<file path="src/rtl/fwd_source_if.sv">
// Purpose: bundles the decode-side tag inputs, stage result inputs and
//          forwarding outputs of fwd_source into one port.
// Ports:   master drives decode/result signals; slave (fwd_source) drives
//          Forwarding_vector/Forwarding_data/Load_in_ex/err.
interface fwd_source_if;
    // Decode-stage instruction description
    logic [2:0]  Dec_reg_sel;
    logic        Dec_RegWrite;
    logic        Dec_ValidFwd;
    logic        Dec_MemRead;
    // Pipeline control
    logic        Stall;
    logic        Flush;
    // Per-stage result values
    logic [15:0] Ex_result;
    logic [15:0] Mem_result;
    logic [15:0] Wb_result;
    // Forwarding outputs
    logic [11:0] Forwarding_vector;
    logic [47:0] Forwarding_data;
    logic        Load_in_ex;
    logic        err;

    modport master (
        output Dec_reg_sel, Dec_RegWrite, Dec_ValidFwd, Dec_MemRead,
        output Stall, Flush,
        output Ex_result, Mem_result, Wb_result,
        input  Forwarding_vector, Forwarding_data, Load_in_ex, err
    );

    modport slave (
        input  Dec_reg_sel, Dec_RegWrite, Dec_ValidFwd, Dec_MemRead,
        input  Stall, Flush,
        input  Ex_result, Mem_result, Wb_result,
        output Forwarding_vector, Forwarding_data, Load_in_ex, err
    );
endinterface

</file>
<file path="src/rtl/fwd_source.sv">
// Purpose: tracks destination tags of instructions in execute/memory/writeback
//          and publishes them, with their result values, as forwarding sources.
// Latency: decode in cycle N -> execute entry N+1, memory N+2, writeback N+3;
//          data slices are combinational from the stage result inputs.
// Backpressure: Stall/Flush insert a bubble into execute; the back end never stalls.
// Ports: clk, rst (async active-high), bus (fwd_source_if.slave).
module fwd_source (
    input  logic          clk,
    input  logic          rst,
    fwd_source_if.slave   bus
);

    typedef struct packed {
        logic       valid;   // instruction writes a register and may forward
        logic       load;    // value only exists from the memory stage on
        logic [2:0] rd;      // destination register
    } tag_t;

    tag_t ex_tag;
    tag_t mem_tag;
    tag_t wb_tag;
    tag_t ex_next;
    logic err_q;
    logic err_next;
    logic ex_fwd;
    logic bubble;

    // A flush kills decode regardless of stall, so either one bubbles execute.
    assign bubble = bus.Stall | bus.Flush;

    always_comb begin
        ex_next  = '0;
        err_next = 1'b0;
        if (!bubble) begin
            ex_next.valid = bus.Dec_RegWrite & bus.Dec_ValidFwd;
            ex_next.load  = bus.Dec_MemRead;
            ex_next.rd    = bus.Dec_reg_sel;
            // A load that does not write the register file is malformed.
            err_next      = bus.Dec_MemRead & ~bus.Dec_RegWrite;
        end else if (bus.Stall && bus.Flush) begin
            // Decode cannot both hold and be killed in the same cycle.
            err_next      = 1'b1;
        end
    end

    always_ff @(posedge clk or posedge rst) begin
        if (rst) begin
            ex_tag  <= '0;
            mem_tag <= '0;
            wb_tag  <= '0;
            err_q   <= 1'b0;
        end else begin
            ex_tag  <= ex_next;
            mem_tag <= ex_tag;
            wb_tag  <= mem_tag;
            err_q   <= err_next;
        end
    end

    // A load in execute has no value yet, so the execute entry hides it,
    // including its register number, until it reaches memory.
    assign ex_fwd = ex_tag.valid & ~ex_tag.load;

    assign bus.Forwarding_vector[3]    = ex_fwd;
    assign bus.Forwarding_vector[2:0]  = ex_fwd ? ex_tag.rd : 3'b000;
    assign bus.Forwarding_vector[7]    = mem_tag.valid;
    assign bus.Forwarding_vector[6:4]  = mem_tag.rd;
    assign bus.Forwarding_vector[11]   = wb_tag.valid;
    assign bus.Forwarding_vector[10:8] = wb_tag.rd;

    assign bus.Forwarding_data[15:0]   = ex_fwd        ? bus.Ex_result  : 16'h0000;
    assign bus.Forwarding_data[31:16]  = mem_tag.valid ? bus.Mem_result : 16'h0000;
    assign bus.Forwarding_data[47:32]  = wb_tag.valid  ? bus.Wb_result  : 16'h0000;

    assign bus.Load_in_ex = ex_tag.valid & ex_tag.load;
    assign bus.err        = err_q;

endmodule

</file>
<file path="src/flat_wrapper.sv">
// flat-port wrapper written by rule: the top's interface ports become plain ports
module fwd_source_flat 
  (clk, rst, bus_Dec_reg_sel, bus_Dec_RegWrite, bus_Dec_ValidFwd, bus_Dec_MemRead, bus_Stall, bus_Flush, bus_Ex_result, bus_Mem_result, bus_Wb_result, bus_Forwarding_vector, bus_Forwarding_data, bus_Load_in_ex, bus_err);
  fwd_source_if bus_i ();
  input  logic clk;
  input  logic rst;
  input wire logic [$bits(bus_i.Dec_reg_sel)-1:0] bus_Dec_reg_sel;
  input wire logic [$bits(bus_i.Dec_RegWrite)-1:0] bus_Dec_RegWrite;
  input wire logic [$bits(bus_i.Dec_ValidFwd)-1:0] bus_Dec_ValidFwd;
  input wire logic [$bits(bus_i.Dec_MemRead)-1:0] bus_Dec_MemRead;
  input wire logic [$bits(bus_i.Stall)-1:0] bus_Stall;
  input wire logic [$bits(bus_i.Flush)-1:0] bus_Flush;
  input wire logic [$bits(bus_i.Ex_result)-1:0] bus_Ex_result;
  input wire logic [$bits(bus_i.Mem_result)-1:0] bus_Mem_result;
  input wire logic [$bits(bus_i.Wb_result)-1:0] bus_Wb_result;
  output wire logic [$bits(bus_i.Forwarding_vector)-1:0] bus_Forwarding_vector;
  output wire logic [$bits(bus_i.Forwarding_data)-1:0] bus_Forwarding_data;
  output wire logic [$bits(bus_i.Load_in_ex)-1:0] bus_Load_in_ex;
  output wire logic [$bits(bus_i.err)-1:0] bus_err;
  assign bus_i.Dec_reg_sel = bus_Dec_reg_sel;
  assign bus_i.Dec_RegWrite = bus_Dec_RegWrite;
  assign bus_i.Dec_ValidFwd = bus_Dec_ValidFwd;
  assign bus_i.Dec_MemRead = bus_Dec_MemRead;
  assign bus_i.Stall = bus_Stall;
  assign bus_i.Flush = bus_Flush;
  assign bus_i.Ex_result = bus_Ex_result;
  assign bus_i.Mem_result = bus_Mem_result;
  assign bus_i.Wb_result = bus_Wb_result;
  assign bus_Forwarding_vector = bus_i.Forwarding_vector;
  assign bus_Forwarding_data = bus_i.Forwarding_data;
  assign bus_Load_in_ex = bus_i.Load_in_ex;
  assign bus_err = bus_i.err;
  fwd_source u_core (.clk(clk), .rst(rst), .bus(bus_i));
endmodule
</file>
<file path="config.mk">
export PLATFORM = sky130hd
export DESIGN_NAME = fwd_source_flat
export DESIGN_NICKNAME = d
export VERILOG_FILES = /design/src/rtl/fwd_source_if.sv /design/src/rtl/fwd_source.sv /design/src/flat_wrapper.sv
export SDC_FILE = /design/constraint.sdc
export NUM_CORES = 1
export LEC_CHECK = 0
export ABC_AREA = 1
export BUFFER_PORTS_ARGS = -buffer_cell sky130_fd_sc_hd__buf_2
export CAP_MARGIN = 10
export CORE_ASPECT_RATIO = 1.5
export CORE_MARGIN = 1.5
export CORE_UTILIZATION = 29
export CTS_BUF_LIST = sky130_fd_sc_hd__clkbuf_2
export DETAILED_ROUTE_END_ITERATION = 8
export PLACE_DENSITY = 0.78
export SLEW_MARGIN = 20
export SYNTH_ARGS = -nofsm -noshare
export SYNTH_HDL_FRONTEND = slang
export SYNTH_SLANG_ARGS = --single-unit
</file>
<file path="constraint.sdc">
create_clock -name clk -period 0.9 [get_ports clk]
set_input_delay 0.09 -clock clk [delete_from_list [all_inputs] [get_ports clk]]
set_output_delay 0.09 -clock clk [all_outputs]
set_load 0.02 [all_outputs]
</file>
# After elaboration in Yosys (flattened, before gate mapping)
# Index checks and enable logic that the tools add are counted.
# word_totals
regBits	14
latchBits	0
mem_bits_rw	0
romBits	0
out_inout_bits	62
elab_cells	23
mem_count	0
# op_classes
add_sub_neg	0
n_mul	0
div_mod_pow	0
n_lt_le_gt_ge	0
eq_ne	0
shifts	0
mux	7
bitwise_logic	7
n_reduce_logical	1
# op_table
op	n
2-to-1 mux 16 bit	3
2-to-1 mux 5 bit	1
bitwise AND 1 bit	4
2-to-1 mux 3 bit	1
2-to-1 mux 1 bit	2
NOT 1 bit	2
logical AND 1 bit	1
bitwise OR 1 bit	1

# Longest topological paths before layout
# logic_depth
depth_word	3
ltp_mapped	5

# Least setup slack after synthesis
# Ideal clock, no wire load.
# synth_path
kind	reg2out
from	register u_core.mem_tag, in the netlist u_core.bus.Forwarding_vector[7]
to	output bus_Forwarding_data[21]
arrival_ns	1.017
t_required_ns	0.810
path_slack_ns	-0.207
stages_incl_launch_ff	5
n_path_buf	2
path_cell_list	dfrtp_1 clkbuf_2 buf_2 nand2_1 inv_1
# synth_between
elab_chain_cells	1
# synth_lines
item	line_no	rtl
start, declared	fwd_source.sv:20	tag_t mem_tag;
start signal, assigned	fwd_source.sv:54	mem_tag <= ex_tag;
2-to-1 mux 16 bit	fwd_source.sv:72	assign bus.Forwarding_data[31:16] = mem_tag.valid ? bus.Mem_result : 16'h0000;
end, declared	flat_wrapper.sv:17	output wire logic [$bits(bus_i.Forwarding_data)-1:0] bus_Forwarding_data;
# Every way passes these cells.

# Final worst setup path
# layout_path
from	register u_core.ex_tag[4] (netlist name)
to	output bus_Forwarding_data[11]
# layout_between
elab_chain_cells	2
# layout_lines
item	line_no	rtl
start, declared	fwd_source.sv:19	tag_t ex_tag;
start signal, assigned	fwd_source.sv:53	ex_tag <= ex_next;
bitwise AND 1 bit	fwd_source.sv:62	assign ex_fwd = ex_tag.valid & ~ex_tag.load;
2-to-1 mux 16 bit	fwd_source.sv:71	assign bus.Forwarding_data[15:0] = ex_fwd ? bus.Ex_result : 16'h0000;
# Every way passes these cells.

==> metrics.md <==
| Metric | Value |
|---|---|
| Worst Skew | `0.0105 ns` |
| Syn Inst Count | `144` |
| Via density | `4.21` |
| Worst hold path type | `in2reg` |
| Starting density of the core | `30.7%` |
| Detail Route Antenna Nets | `0` |
| Synth Area in Compound Gates | `0%` |
| Maxcap violations | `0` |
| Router iterations before antenna repair | `4` |
| # clock sinks | `14` |
| Worst Max-Slew Pin Slew | `0.212 ns` |
| Post-detail-place hpwl | `about 2100 µm` |
| Number of synthesized register bits | `14` |
| Mean post-synth cell area | `between 6 and 7 µm²` |
| WP data required | `0.81 ns` |
| Critical path startpoint category | `flip-flop` |
| Fin crit period | `1.35 ns` |
| Mapped Area | `903 µm²` |
| Crit-path max FO | `4` |
| Hold-critical path depth | `3` |
| Outcome | `finished, violations left` |
| Clock network fraction of total power | `between 15 and 20%` |
| Total GRT Usage | `22.2%` |
| Cts bufs inserted | `3` |
| Largest family of logic cells by synthesized area | `simple AND/OR/NAND/NOR gates` |
| Longest Clk Path Bufs | `2` |
| Placed Area | `1610 µm²` |
| Largest net degree at the start of global routing | `11` |
| Simple-Gate Fraction of Synth Area | `30.7%` |
| Worst-skew pair later-pin latency | `0.27 ns` |
| Crit path DAT | `roughly 1.3 ns` |
| Die width | `48.6 µm` |
| Share of cells above drive strength 1 | `just over 80%` |
| Worst reg2reg setup slack | `0.05 ns` |
| Row count | `24` |
| Hold Path End | `u_core.ex_tag[1]` |
| Port buffer count | `around 120` |
| RSZ-0062 raised after global routing | `yes` |
| Post-route setup slack | `-0.453 ns` |
| Clk pin slew, worst setup/hold paths | `0.13 ns` |
| Die area | `3470 µm²` |
| Crit Path Class | `reg2out` |
| P&R area growth vs syn | `175%` |
| Sequential area share after synthesis | `38.8%` |
| Die H | `71.4 µm` |
| Adder-cell share of the synthesized area | `0%` |
| Slew margin rel. | `85.8%` |
| Global-route wire length before repair | `5960 µm` |
| CTS tree | `done` |
| Worst hold slack | `0.00653 ns` |
| R2R Path Start | `u_core.ex_tag[4]` |
| Vias | `1329` |
| Most frequent cells in the layout | `buf_6 (63), buf_2 (57), inv_2 (33), nand2_4 (27), inv_1 (26)` |
| Initial antenna violation count | `0` |
| Final hold vios | `0` |
| Drt initial violations | `17` |
| Core Area | `2940 µm²` |
| Int Power | `just over 1 mW` |
| Gr ovfl total | `0` |
| Yosys synthesis warning count | `0` |
| Cell area after layout | `2490 µm²` |
| Gate power share | `38.2%` |
| Synth Area in XOR/XNOR | `0%` |
| Mux share of post-synthesis cell area | `0%` |
| Commonest non-fill, non-tap cell in the layout | `buf_6` |
| Fmax | `0.739 GHz` |
| Post-Place Worst Slack | `-0.208 ns` |
| Worst Min Path Start | `bus_Dec_reg_sel[1]` |
| Fin cells | `316` |
| Worst reg2reg path endpoint | `u_core.bus.Forwarding_vector[7]` |
| Tot Pwr | `between 1.5 and 2 mW` |
| Drt wl/cell | `14.3 µm` |
| Syn Nets | `between 200 and 250` |
| Post-route DRC | `0` |
| Final Cycle Share | `150%` |
| Peak supply drop | `0.598 mV` |
| Inst Count DP | `around 300` |
| Violated checks | `negative setup slack` |
| Ports | `120` |
| Diode count | `0` |
| Clock Tree Root | `clkbuf_2` |
| Leak Pwr | `1.61 nW` |
| Placer Congestion | `0.679` |
| Power per Cell Area | `626 nW/µm²` |
| Sw Pwr | `531 µW` |
| Final setup violation count | `59` |
| Post-Route WL | `between 4000 and 5000 µm` |
| Nets | `336` |
| Setup TNS | `-21.65 ns` |
| Sw Share | `34.1%` |
| CP endpoint kind | `output port` |
| H-tree depth | `1` |
| # fillers | `roughly 150` |
| Final core utilization | `84.5%` |
| Reg2reg path depth | `3` |
| Reg power frac | `43.3%` |
| Cell variety after synth | `11` |
| Crit path from | `u_core.ex_tag[4]` |
| Slew Limit Fails | `0` |
| Number of global-route vias before repair | `1312` |
## power groups by stage
stage / clock, mW / combinational (mW) / sequential, mW
2_1_floorplan: 0 / 0.175 / 0.695
3_3_place_gp: 0 / 0.351 / 0.687
3_5_place_dp: 0 / 0.357 / 0.689
4_1_cts: 0.287 / 0.501 / 0.671
5_1_grt: 0.332 / 0.630 / 0.677
6_report: 0.289 / 0.595 / 0.674
## per-layer routing
metal | wire [µm] | track usage (%) | vias up
li1 | - | - | 637
met1 | 1480 | 18.0 | 606
met2 | 2660 | 47.2 | 80
met3 | 333 | 7.08 | 6
met4 | 57 | 8.57 | 0
met5 | 0 | 0 | -
## repair_timing
item                                    CTS  global route
endpoints found under the setup margin   60            62
endpoints found under the hold margin    14             0
resized for setup                       149            67
setup buffers                             8             1
pin swaps                                 2             2
gates cloned                              3             1
hold buffers                              1             0
## cell type report
type,instances,area (µm²),area share [%]
Timing Repair Buffer,133,1200,48.3
Multi-Input combinational cell,64,606,24.4
Clock inverter,1,3.75,0.151
Timing Repair inverter,2,17.5,0.705
Tap cell,39,48.8,1.96
Inverter,60,238,9.56
Clock buffer,3,15.0,0.604
Sequential cell,14,358,14.4
## worst max path at each step
stage,end
3_3_place_gp,bus_Forwarding_data[6]
3_5_place_dp,bus_Forwarding_data[0]
6_report,bus_Forwarding_data[11]
4_1_cts,bus_Forwarding_vector[0]
2_1_floorplan,bus_Forwarding_data[10]
5_1_grt,bus_Forwarding_vector[1]
## cell usage after synthesis (all sizes together)
library cell,number,area (µm²)
buf,4,37.5
dfrtp,14,350
inv,60,228
clkbuf,2,10.0
nand2,37,139
nor2,27,139
## sequential cells by signal, indices dropped and copies added, names as in the netlist
name	flops
u_core.ex_tag	5
u_core.bus.Forwarding_vector	8
u_core.bus.err	1
## cells by family after synthesis
group	after synthesis
buf+inv	66
simple gates	64
flops	14
## critical path, stage by stage (launching register included)
cell and delay (ns):
dfrtp_1 0.39, inv_2 0.05, nor2_4 0.12, buf_12 0.15
inv_4 0.07, nor2_4 0.09, buf_6 0.12
Power figures use the tool's default switching activity.
